**src/rtl/sipo_deser.sv**
```systemverilog
// Serial-in, parallel-out frame receiver: start(0), WIDTH data bits, stop(1).
// The completed word sits in a one-entry valid/ready buffer; framing errors and overruns pulse.
module sipo_deser #(
    parameter int WIDTH     = 4,
    parameter bit LSB_FIRST = 1'b1
) (
    input  logic             clk,
    input  logic             rst_n,
    input  logic             bit_en,
    input  logic             sin,
    output logic [WIDTH-1:0] dout,
    output logic             dout_valid,
    input  logic             dout_ready,
    output logic             frame_err,
    output logic             overrun,
    output logic             busy
);

    localparam int CNT_W = (WIDTH > 2) ? $clog2(WIDTH) : 1;
    localparam logic [CNT_W-1:0] LAST = CNT_W'(WIDTH - 1);

    typedef enum logic [1:0] {
        IDLE = 2'd0,
        DATA = 2'd1,
        STOP = 2'd2
    } state_t;

    state_t           state, state_nx;
    logic [CNT_W-1:0] cnt, cnt_nx;
    logic [WIDTH-1:0] shreg, shreg_nx;
    logic [WIDTH-1:0] dout_nx;
    logic             valid_nx;
    logic             ferr_nx;
    logic             ovr_nx;

    // Shift direction chosen so the first-received bit ends at bit 0 (LSB first) or WIDTH-1.
    function automatic logic [WIDTH-1:0] shift_in(input logic [WIDTH-1:0] cur, input logic b);
        if (LSB_FIRST)
            return {b, cur[WIDTH-1:1]};
        else
            return {cur[WIDTH-2:0], b};
    endfunction

    always_ff @(posedge clk) begin
        if (!rst_n) begin
            state      <= IDLE;
            cnt        <= '0;
            shreg      <= '0;
            dout       <= '0;
            dout_valid <= 1'b0;
            frame_err  <= 1'b0;
            overrun    <= 1'b0;
        end else begin
            state      <= state_nx;
            cnt        <= cnt_nx;
            shreg      <= shreg_nx;
            dout       <= dout_nx;
            dout_valid <= valid_nx;
            frame_err  <= ferr_nx;
            overrun    <= ovr_nx;
        end
    end

    always_comb begin
        state_nx = state;
        cnt_nx   = cnt;
        shreg_nx = shreg;
        dout_nx  = dout;
        // A consumed word clears unless a new one loads below.
        valid_nx = dout_valid & ~dout_ready;
        ferr_nx  = 1'b0;
        ovr_nx   = 1'b0;

        if (bit_en) begin
            case (state)
                IDLE: begin
                    if (!sin) begin
                        cnt_nx   = '0;
                        state_nx = DATA;
                    end
                end
                DATA: begin
                    shreg_nx = shift_in(shreg, sin);
                    // Counter holds at its last value so it never wraps inside a frame.
                    if (cnt == LAST) begin
                        state_nx = STOP;
                    end else begin
                        cnt_nx = cnt + CNT_W'(1);
                    end
                end
                STOP: begin
                    state_nx = IDLE;
                    if (!sin) begin
                        ferr_nx = 1'b1;
                    end else if (dout_valid && !dout_ready) begin
                        ovr_nx = 1'b1;
                    end else begin
                        dout_nx  = shreg;
                        valid_nx = 1'b1;
                    end
                end
                default: begin
                    state_nx = IDLE;
                end
            endcase
        end
    end

    assign busy = (state == DATA) || (state == STOP);

endmodule
```
**config.mk**
```make
export PLATFORM = sky130hd
export DESIGN_NAME = sipo_deser
export DESIGN_NICKNAME = d
export VERILOG_FILES = /design/src/rtl/sipo_deser.sv
export SDC_FILE = /design/constraint.sdc
export NUM_CORES = 1
export LEC_CHECK = 0
export BUFFER_PORTS_ARGS = -buffer_cell sky130_fd_sc_hd__buf_2
export CORE_MARGIN = 2
export CORE_UTILIZATION = 47
export CTS_CLUSTER_SIZE = 16
export DETAILED_ROUTE_END_ITERATION = 12
export PLACE_DENSITY = 0.8
export SETUP_SLACK_MARGIN = 0.15
export SLEW_MARGIN = 10
export SYNTH_ARGS = -nofsm -noshare
export SYNTH_HDL_FRONTEND = slang
export SYNTH_SLANG_ARGS = --single-unit
```
**constraint.sdc**
```tcl
create_clock -name clk -period 1.2 [get_ports clk]
set_input_delay 0 -clock clk [delete_from_list [all_inputs] [get_ports clk]]
set_output_delay 0 -clock clk [all_outputs]
set_load 0.05 [all_outputs]
```
==> results of run 1 <==
-- worst max-delay path: cells and delay by family, from the launching register on --
| kind | cells | cell delay (ps) |
|---|---|---|
| multiplexers | 1 | 190 |
| adder cells (fa/ha/maj) | 1 | 160 |
| AO/OA/AOI/OAI | 2 | 370 |
| flip-flops | 1 | 380 |
| buffers and inverters | 1 | 50 |
-- state kept, by name, summed over array words and instances, names as in the netlist --
signal      flops
cnt             2
dout            4
state           2
overrun         1
shreg           4
dout_valid      1
frame_err       1
-- layout make-up --
class / count / area (um^2) / share of cell area
Timing Repair Buffer: 25 / 193.9 / 0.1867
Clock buffer: 4 / 26.28 / 0.02530
Sequential cell: 15 / 309.0 / 0.2976
Multi-Input combinational cell: 57 / 473.0 / 0.4554
Tap cell: 16 / 20.02 / 0.01928
Inverter: 3 / 16.27 / 0.01566
-- layer usage --
layer	wire (um)	up-vias	global-route usage	share of wire
met3	71	4	0.06383	0.043
met1	666	305	0.1667	0.40
met2	886	12	0.3254	0.53
li1	-	317	-	-
met4	38	0	0.1091	0.023
met5	0	-	0	0
-- path summary, 6_finish.rpt --
path                            slack, ps                   from  cells past startpoint               endpoint
worst max-delay path                  -40  state[0]$_SDFFE_PN0P_                      5  state[1]$_SDFFE_PN0P_
worst min-delay path                   20                    sin                      3  shreg[3]$_SDFFE_PN0P_
worst max register to register        -40  state[0]$_SDFFE_PN0P_                      5  state[1]$_SDFFE_PN0P_
worst min register to register        450   dout[3]$_SDFFE_PN0P_                      2   dout[3]$_SDFFE_PN0P_
-- cells in the mapped netlist --
| library cell | number |
|---|---|
| nand4_1 | 1 |
| a21bo_4 | 1 |
| a211oi_2 | 1 |
| clkbuf_1 | 1 |
| mux2i_1 | 6 |
| nor2b_1 | 3 |
| nand4b_1 | 1 |
| o21ai_0 | 1 |
| a21boi_0 | 4 |
| inv_1 | 3 |
| nand3b_1 | 1 |
| nand2_1 | 20 |
| nor2_1 | 3 |
| o221ai_1 | 1 |
| buf_4 | 1 |
| nand3_1 | 5 |
| a211o_1 | 1 |
| and4b_1 | 1 |
| a21oi_4 | 1 |
| nor2_4 | 1 |
| dfxtp_1 | 15 |
| ha_1 | 5 |
| buf_2 | 1 |
-- timing repair --
item	in CTS	in global routing
buffers inserted	3	3
pin swaps	4	8
gates resized for setup	7	19
endpoints found under the hold margin	1	0
hold buffers	1	0
endpoints found under the setup margin	14	15
-- per-stage QoR --
stage	std cells	worst slack, ps	utilization
finish	120	-36.94	0.7058
global route	120	-69.15	0.7058
CTS	117	-24.55	0.6395
detailed placement	109	-45.53	0.5842
global placement	109	13.24	0.5842
floorplan	78	53.06	-
-- power by group --
part / leakage (nW) / switching (mW) / internal [mW]
Sequential: 0.123 / 0.0146 / 0.510
Clock: 0.0150 / 0.164 / 0.130
Combinational: 0.259 / 0.167 / 0.169
Total: 0.397 / 0.345 / 0.809
-- cell families after synthesis --
| family | count (synthesis) |
|---|---|
| muxes | 6 |
| DFF | 15 |
| buffers and inverters | 6 |
| AOI/OAI and AO/OA | 10 |
| adders and majority gates | 5 |
| and+or+nand+nor | 36 |
==> impl_results.md, run 1 <==
- Status: complete, but fails checks
- Failing checks: negative setup slack
- Area Growth Syn to Fin: 43.85%
- Ant diodes: 0
- Max-slew headroom: 0.8346
- CTS tree: built
- Core Area: 1471 um^2
- Mux cell area share after synthesis: 0.08319
- Most frequent cells in the layout: nand2_1, dfxtp_1, buf_2, buf_4, mux2i_1
- Pwr Total: 1.154 mW
- Detail Placement HPWL: 1041 um
- Post-synth cell types: 23
- Period minus WS final: 1237 ps
- Post-Synth XOR/XNOR Area: 0
- CP max stage delay: 380 ps
- Post-Route WL: 1663 um
- Clk_lat worst skew: 290 ps
- Startpoint Class: flip-flop
- Full die area: 1865 um^2
- Total track usage: 0.1793
- Post-DR vias/cell: 5.317
- WHS: 21.44 ps
- Routed vias: 638
- Initial antenna violation count: 0
- Final setup fails: 2
- Initial Util: 0.4906
- Unrepaired setup endpoints after global routing: yes
- Die Ht: 43.19 um
- Post-Syn Area per Cell: 9.256 um^2
- CTS Root Cell: clkbuf_4
- Vias in the first global route: 555
- Horiz. Die Dim: 43.19 um
- Area leader, netlist: dfxtp_1
- Worst path arrival time: 1450 ps
- Crit-path slowest cell: dfxtp_4
- Setup TNS Final: -65.79 ps
- Highest clock rate: 808.4 MHz
- Slew Viols, Final: 0
- First-pass GRT wire length: 2359 um
- Compound-gate portion of the synthesized area: 0.1352
- Fraction of layout cells with a size suffix above 1: 0.4712
- Post-Synth Adder-Cell Area: 0.08666
- Req. time, crit path: 1420 ps
- Cells after Synth: 78
- Final Cell Area: 1039 um^2
- Placed Area: 859.6 um^2
- Worst setup EP type: flip-flop
- #FFs+latches synth: 15
- Total number of H-tree levels: 1
- Final hold vios: 0
- Largest family of logic cells by synthesized area: simple AND/OR/NAND/NOR gates
- Initial DRC count: 7
- Ys Warns: 0
- Final ANT Viol Nets: 0
- Period Utilization, post-route: 1.031
- Slew @ Worst Pin: 249.9 ps
- DR WL/cell: 13.86 um
- Critical Path, Cell by Cell: inv_4 -> ha_4 -> a21bo_4 -> a21oi_4 -> mux2i_1
- Rows: 14
- CTS buffer count: 3
- Cell Area, Synth: 721.9 um^2
- Drt first pass iters: 4
- Post-synth top area share: 0.4159
- Clock buffer depth: 2
- Max cap viols: 0
- CP max FO: 4
- Routability Congestion: 0.8107
- Worst vdd ir: 0.7516 mV
- Boundary Pins: 13
- # port buffers: 12
- Syn nets: 88
- Commonest non-fill, non-tap cell in the layout: nand2_1
- Leakage Power: 0.3967 nW
- Register area share after synthesis: 0.4159
- Pin count of the biggest net entering global routing: 16
- Final #Nets: 115
- Fill cell count: 113
- Fin Clk Skew: 1.404 ps
- Critical path class: flip-flop to flip-flop
- Clock Pin Slew Worst Setup and Hold Paths: 80 ps
- Post-Synth Simple-Gate Area: 0.2409
- Post-route DRC: 0
- Pwr/cell area: 1111 nW/um^2
- Final setup margin: -36.94 ps
- Worst min-delay path class: primary input to flip-flop
- Clock Sinks: 15
- Aggregate global routing overflow: 0
- Largest cells by area after synthesis: dfxtp_1, nand2_1, ha_1
Note: power is estimated with default switching activity, not from simulation.
==> inputs of run 2 (changes only) <==
REMOVE_ABC_BUFFERS = 1   (was default)
==> run 2 against run 1 <==
Net effect:
- the run still ends with negative setup slack left
- fmax increased by 2.3%
- count of clock-buffer cells in the layout stayed put
- sequential power is 0.8% lower
- via count down 2.4%
- die area unchanged
- critical path depth stayed put
- core utilization down 0.85 points
- routed wire length down 6.8%
- clock power fell by 4%
- hold slack improved by 12 ps
- non-clock buffer count did not move
- sequential cell count unchanged
==> impl_results.md, run 2 (synthesized netlist as in run 1, its figures left out) <==
- Status: complete, but fails checks (unchanged)
- Failing checks: negative setup slack (unchanged)
- Horiz. Die Dim: 43.19 um (unchanged)
- Detail Placement HPWL: 1004 um (was 1041 um)
- Post-CTS Hold Buffers: 0 (was 1)
- Final ANT Viol Nets: 0 (unchanged)
- Pwr Total: 1.141 mW (was 1.154 mW)
- Boundary Pins: 13 (unchanged)
- Unrepaired setup endpoints after global routing: yes (unchanged)
- # port buffers: 12 (unchanged)
- Routed vias: 623 (was 638)
- Setup TNS Final: -9.494 ps (was -65.79 ps)
- Worst vdd ir: 0.7724 mV (was 0.7516 mV)
- Critical Path, Cell by Cell: inv_4 -> ha_4 -> a21bo_4 -> a21oi_4 -> mux2i_1 (unchanged)
- Drt first pass iters: 4 (unchanged)
- First-pass GRT wire length: 2642 um (was 2359 um)
- CTS Root Cell: clkbuf_4 (unchanged)
- Post-Route WL: 1550 um (was 1663 um)
- Worst path arrival time: 1410 ps (was 1450 ps)
- DR WL/cell: 12.92 um (was 13.86 um)
- Clock Pin Slew Worst Setup and Hold Paths: 80 ps (about the same)
- Aggregate global routing overflow: 0 (unchanged)
- Fin Clk Skew: 5.568 ps (was 1.404 ps)
- Area Growth Syn to Fin: 42.11% (was 43.85%)
- Total track usage: 0.1949 (was 0.1793)
- Crit-path slowest cell: dfxtp_2 (was dfxtp_4)
- Final setup fails: 1 (was 2)
- Finished Layout Cells: 120 (unchanged)
- CP max stage delay: 360 ps (was 380 ps)
- Total number of H-tree levels: 1 (unchanged)
- Slew @ Worst Pin: 351.5 ps (was 249.9 ps)
- Final Core Density: 0.6973 (was 0.7058)
- Vias in the first global route: 610 (was 555)
- Ant diodes: 0 (unchanged)
- Pwr/cell area: 1113 nW/um^2 (was 1111 nW/um^2)
- Worst setup EP type: flip-flop (unchanged)
- Critical path class: flip-flop to flip-flop (unchanged)
- Max-slew headroom: 0.7652 (was 0.8346)
- Period minus WS final: 1209 ps (was 1237 ps)
- CP max FO: 4 (unchanged)
- Initial DRC count: 12 (was 7)
- Highest clock rate: 826.8 MHz (was 808.4 MHz)
- Clock buffer depth: 2 (unchanged)
- Post-route DRC: 0 (unchanged)
- Post-DR vias/cell: 5.192 (was 5.317)
- Final hold vios: 0 (unchanged)
- Clock Sinks: 15 (unchanged)
- Die Ht: 43.19 um (unchanged)
- Initial Util: 0.4906 (unchanged)
- Routability Congestion: 0.7380 (was 0.8107)
- CTS buffer count: 3 (unchanged)
- Final setup margin: -9.494 ps (was -36.94 ps)
- Rows: 14 (unchanged)
- Placed Area: 868.3 um^2 (was 859.6 um^2)
- Max cap viols: 0 (unchanged)
- CTS tree: built (unchanged)
- Full die area: 1865 um^2 (unchanged)
- # placed instances: 114 (was 109)
- Commonest non-fill, non-tap cell in the layout: nand2_1 (unchanged)
- Fraction of layout cells with a size suffix above 1: 0.4712 (unchanged)
- Leakage Power: 0.4031 nW (was 0.3967 nW)
- Final #Nets: 115 (unchanged)
- Core Area: 1471 um^2 (unchanged)
- Period Utilization, post-route: 1.008 (was 1.031)
- Req. time, crit path: 1400 ps (was 1420 ps)
- Largest regs: dout x4, shreg x4 (unchanged)
- Clk_lat worst skew: 270 ps (was 290 ps)
- Startpoint Class: flip-flop (unchanged)
- Most frequent cells in the layout: nand2_1, dfxtp_1, buf_2, buf_4, mux2i_1 (unchanged)
- Slew Viols, Final: 0 (unchanged)
- Worst min-delay path class: primary input to flip-flop (unchanged)
- Initial antenna violation count: 0 (unchanged)
- Final Cell Area: 1026 um^2 (was 1039 um^2)
- Pin count of the biggest net entering global routing: 14 (was 16)
==> run 2: worst paths after layout <==
path | startpoint | end | slack (ps) | depth (start not counted)
worst max-delay path | state[1]$_SDFFE_PN0P_ | state[0]$_SDFFE_PN0P_ | -9 | 5
worst min-delay path | dout_ready | overrun$_SDFF_PN0_ | 30 | 4
worst max register to register | state[1]$_SDFFE_PN0P_ | state[0]$_SDFFE_PN0P_ | -9 | 5
worst min register to register | dout[3]$_SDFFE_PN0P_ | dout[3]$_SDFFE_PN0P_ | 460 | 2
==> run 2: per-layer routing <==
| layer | vias up | GRT usage | wire [um] |
|---|---|---|---|
| li1 | 317 | - | - |
| met1 | 295 | 0.2296 | 685 |
| met2 | 9 | 0.3254 | 812 |
| met3 | 2 | 0.05532 | 44 |
| met4 | 0 | 0.08485 | 8 |
| met5 | - | 0 | 0 |
==> run 2: report_power, final <==
part,switching (mW),internal [mW]
Clock,0.152,0.129
Sequential,0.0103,0.511
Combinational,0.165,0.174
Total,0.328,0.814
==> run 2: area by class of cell <==
type                       instances  area [um^2]
multi-input combinational         57        476.7
fill                             119        445.4
sequential                        15        302.8
timing repair buffer              25        186.4
clock buffer                       4        26.28
tap                               16        20.02
inverter                           3        13.76
==> run 2: repair_timing <==
item	4_1_cts	5_1_grt
setup endpoints to repair	15	14
resized for setup	27	10
pin swaps	10	5
setup buffers	1	1
==> run 2: worst max-delay path, delay by kind of cell (launching register included) <==
| family | cells | cell delay (ps) |
|---|---|---|
| compound gates | 2 | 370 |
| flops | 1 | 360 |
| mux | 1 | 200 |
| fa+ha+maj | 1 | 160 |
| buf+inv | 1 | 50 |
==> run 2: stage by stage <==
stage / worst slack [ps] / hold WS (ps)
6_report: -9.494 / 33.74
5_1_grt: -58.99 / 57.75
4_1_cts: -16.42 / 18.67
3_5_place_dp: -82.51 / 313.7
3_3_place_gp: -30.32 / 304.6
2_1_floorplan: -92.25 / 113.8
==> inputs of run 3 (changes only) <==
ABC_AREA = 1   (was default)
ABC_CLOCK_PERIOD_IN_PS = 1200   (was default)
CORE_UTILIZATION = 46   (was 47)
PLACE_DENSITY = 0.79   (was 0.8)
==> run 3 against run 2 <==
Net effect:
- the run now ends clean
- first-iteration DRC count decreased by 33%
- critical path depth increased by 1
- setup slack improved by 52 ps
- register-to-register slack improved by 50 ps
- largest power group unchanged
- largest cell class unchanged
- sequential power increased by 7.5%
- power increased by 9.3%
- critical path type unchanged
- critical endpoint is now cnt[0]$_SDFFE_PN0P_
- sequential cell count unchanged
==> impl_results.md, run 3 <==
- Status: finished clean (was complete, but fails checks)
- Finished Layout Cells: 129 (was 120)
- Combinational power share: 0.321 (was 0.297)
- Ant diodes: 0 (unchanged)
- Register area share after synthesis: 0.4494 (was 0.4159)
- Most common cell in the netlist: nand2_1 (unchanged)
- Full die area: 1773 um^2 (was 1865 um^2)
- Switching Fraction: 0.3414 (was 0.2870)
- Post-Route WL: 1418 um (was 1550 um)
- Detail Placement HPWL: 828.1 um (was 1004 um)
- Leakage Power: 0.4237 nW (was 0.4031 nW)
- # placed instances: 122 (was 114)
- Startpoint Class: flip-flop (unchanged)
- Placed Area: 772.0 um^2 (was 868.3 um^2)
- Max-slew headroom: 0.8227 (was 0.7652)
- Sequential share of power: 0.449 (was 0.456)
- Total track usage: 0.1613 (was 0.1949)
- Final Cell Area: 960.9 um^2 (was 1026 um^2)
- Commonest cells post-synth: nand2_1, nor2_1, dfxtp_1 (was nand2_1, dfxtp_1, mux2i_1)
- Largest regs: dout x4, shreg x4 (unchanged)
- Async S/R FF share, synth: 0 (unchanged)
- Max cap viols: 0 (unchanged)
- First-pass GRT wire length: 2056 um (was 2642 um)
- Number of flops mapped to enable cells by yosys: 0 (unchanged)
- Clock Pin Slew Worst Setup and Hold Paths: 90 ps (was 80 ps)
- Final setup fails: 0 (was 1)
- CP max stage delay: 390 ps (was 360 ps)
- Area leader, netlist: dfxtp_1 (unchanged)
- Post-route DRC: 0 (unchanged)
- Pwr/cell area: 1299 nW/um^2 (was 1113 nW/um^2)
- Crit-path slowest cell: dfxtp_4 (was dfxtp_2)
- Fin Clk Skew: 1.849 ps (was 5.568 ps)
- Clock buffer depth: 2 (unchanged)
- Worst setup EP type: flip-flop (unchanged)
- Total number of H-tree levels: 1 (unchanged)
- Hold EP: frame_err$_SDFF_PN0_ (was overrun$_SDFF_PN0_)
- R2R Setup Slk: 40 ps (was -9 ps)
- FF+latch area: 309.0 um^2 (was 302.8 um^2)
- GR met2 Demand/Resource: 0.3000 (was 0.3254)
- Grt peak-use layer: met2 (unchanged)
- Worst vdd ir: 0.8002 mV (was 0.7724 mV)
- Multi-input gate area: 419.2 um^2 (was 476.7 um^2)
- Cell Area, Synth: 668.1 um^2 (was 721.9 um^2)
- Horiz. Die Dim: 42.11 um (was 43.19 um)
- DR WL/cell: 10.99 um (was 12.92 um)
- Ys flop type: dfxtp_1 (unchanged)
- Highest clock rate: 864.0 MHz (was 826.8 MHz)
- Final Core Density: 0.7205 (was 0.6973)
- Hold Crit Start: bit_en (was dout_ready)
- Boundary Pins: 13 (unchanged)
- CP max FO: 4 (unchanged)
- Post-synth cell types: 12 (was 23)
- Clock Sinks: 15 (unchanged)
- Reg2reg start: state[0]$_SDFFE_PN0P_ (was state[1]$_SDFFE_PN0P_)
- #FFs+latches synth: 15 (unchanged)
- Fraction of layout cells with a size suffix above 1: 0.3947 (was 0.4712)
- Period minus WS final: 1157 ps (was 1209 ps)
- Area Growth Syn to Fin: 43.82% (was 42.11%)
- Post-Syn Area per Cell: 7.262 um^2 (was 9.256 um^2)
- Setup TNS Final: 0 ps (was -9.494 ps)
- Critical Path, Cell by Cell: inv_4 -> ha_4 -> a21oi_4 -> nand3_2 -> nand2_2 -> nor2_1 (was inv_4 -> ha_4 -> a21bo_4 -> a21oi_4 -> mux2i_1)
- Die Ht: 42.11 um (was 43.19 um)
- Grt met3 use: 0.07759 (was 0.05532)
- Cells after Synth: 92 (was 78)
- # port buffers: 12 (unchanged)
- Critical path class: flip-flop to flip-flop (unchanged)
- Clk_lat worst skew: 280 ps (was 270 ps)
- Worst path arrival time: 1340 ps (was 1410 ps)
- Initial Util: 0.5009 (was 0.4906)
- Pin count of the biggest net entering global routing: 15 (was 14)
- CTS buffer count: 3 (unchanged)
- Rows: 13 (was 14)
- Drt first pass iters: 6 (was 4)
- Met1 Use GR: 0.1447 (was 0.2296)
- Final ANT Viol Nets: 0 (unchanged)
- Post-synth top area share: 0.4494 (was 0.4159)
- Initial antenna violation count: 0 (unchanged)
- Initial DRC count: 8 (was 12)
- Commonest non-fill, non-tap cell in the layout: nand2_1 (unchanged)
- Final #Nets: 125 (was 115)
- Period Utilization, post-route: 0.9645 (was 1.008)
- NetSw: 426.1 uW (was 327.6 uW)
- Most frequent cells in the layout: nand2_1, nor2_1, dfxtp_1, inv_1, buf_2 (was nand2_1, dfxtp_1, buf_2, buf_4, mux2i_1)
- Largest cells by area after synthesis: dfxtp_1, nand2_1, nor2_1 (was dfxtp_1, nand2_1, ha_1)
- Clock power share: 0.231 (was 0.246)
- Post-DR vias/cell: 4.767 (was 5.192)
- Slew @ Worst Pin: 265.0 ps (was 351.5 ps)
- Vias in the first global route: 537 (was 610)
- Worst r2r path cells: 6 (was 5)
- Unrepaired setup endpoints after global routing: yes (unchanged)
- Routability Congestion: 0.8211 (was 0.7380)
- Slew Viols, Final: 0 (unchanged)
- P_int: 821.8 uW (was 813.8 uW)
- Final hold vios: 0 (unchanged)
- Hold Crit Depth: 3 (was 4)
- FF-to-FF End: cnt[0]$_SDFFE_PN0P_ (was state[0]$_SDFFE_PN0P_)
- Aggregate global routing overflow: 0 (unchanged)
- Core Area: 1334 um^2 (was 1471 um^2)
- CTS tree: built (unchanged)
- Fill cell count: 108 (was 119)
- Worst min-delay path class: primary input to flip-flop (unchanged)
- Req. time, crit path: 1390 ps (was 1400 ps)
- CTS Root Cell: clkbuf_4 (unchanged)
- Routed vias: 615 (was 623)
- Ys Warns: 0 (unchanged)
## run 3: metal layers
layer | share of wire | vias to the layer above
li1 | - | 327
met5 | 0 | -
met2 | 0.52 | 18
met1 | 0.41 | 266
met3 | 0.053 | 4
met4 | 0.017 | 0
## run 3: worst max-delay path by stage
stage	cells past startpoint	startpoint	endpoint
after global routing	8	state[0]$_SDFFE_PN0P_	state[1]$_SDFFE_PN0P_
final	6	state[0]$_SDFFE_PN0P_	cnt[0]$_SDFFE_PN0P_
after floorplan	5	dout_valid$_SDFF_PN0_	dout[0]$_SDFFE_PN0P_
after CTS	8	state[0]$_SDFFE_PN0P_	state[1]$_SDFFE_PN0P_
after detailed placement	8	state[0]$_SDFFE_PN0P_	state[1]$_SDFFE_PN0P_
after global placement	6	state[0]$_SDFFE_PN0P_	cnt[1]$_SDFFE_PN0P_
## run 3: final cells by class
class | count | area share
Tap cell | 15 | 0.01953
Timing Repair Buffer | 19 | 0.1341
Sequential cell | 15 | 0.3216
Clock inverter | 1 | 0.005208
Inverter | 14 | 0.05990
Multi-Input combinational cell | 62 | 0.4362
Clock buffer | 3 | 0.02344
## run 3: logic make-up (layout without fill, tap and decap cells)
kind of cell,after synthesis,after routing,synth area share
compound gates,12,12,0.08989
simple gates,45,45,0.2809
buf+inv,15,37,0.08613
fa+ha+maj,5,5,0.09363
flops,15,15,0.4494
## run 3: what timing repair did
item                                    in CTS  in global routing
hold endpoints to repair                     1                  0
endpoints found under the setup margin      14                 15
pin swaps                                    5                 13
hold buffers                                 1                  0
setup buffers                                2                  0
resized for setup                           20                 17
## run 3: critical path, delay by kind of cell (launching register included)
kind / cells / cell delay [ps]
and+or+nand+nor: 3 / 210
buffers and inverters: 1 / 50
adders and majority gates: 1 / 170
AOI/OAI and AO/OA: 1 / 230
DFF: 1 / 390
## run 3: power by group through the flow
| stage | Combinational, mW | Clock, mW | Sequential [mW] |
|---|---|---|---|
| detailed placement | 0.262 | 0 | 0.560 |
| global placement | 0.256 | 0 | 0.558 |
| floorplan | 0.165 | 0 | 0.581 |
| CTS | 0.341 | 0.299 | 0.553 |
| finish | 0.400 | 0.288 | 0.560 |
| global route | 0.430 | 0.329 | 0.564 |
## run 3: metrics by stage
step / hold WS [ps] / worst slack, ps / power [mW]
2_1_floorplan: 72.37 / -11.51 / 0.7463
3_3_place_gp: 224.3 / -50.60 / 0.8137
3_5_place_dp: 230.9 / -91.05 / 0.8218
4_1_cts: 2.329 / 50.12 / 1.192
5_1_grt: 18.10 / -1.261 / 1.322
6_report: 21.11 / 42.56 / 1.248
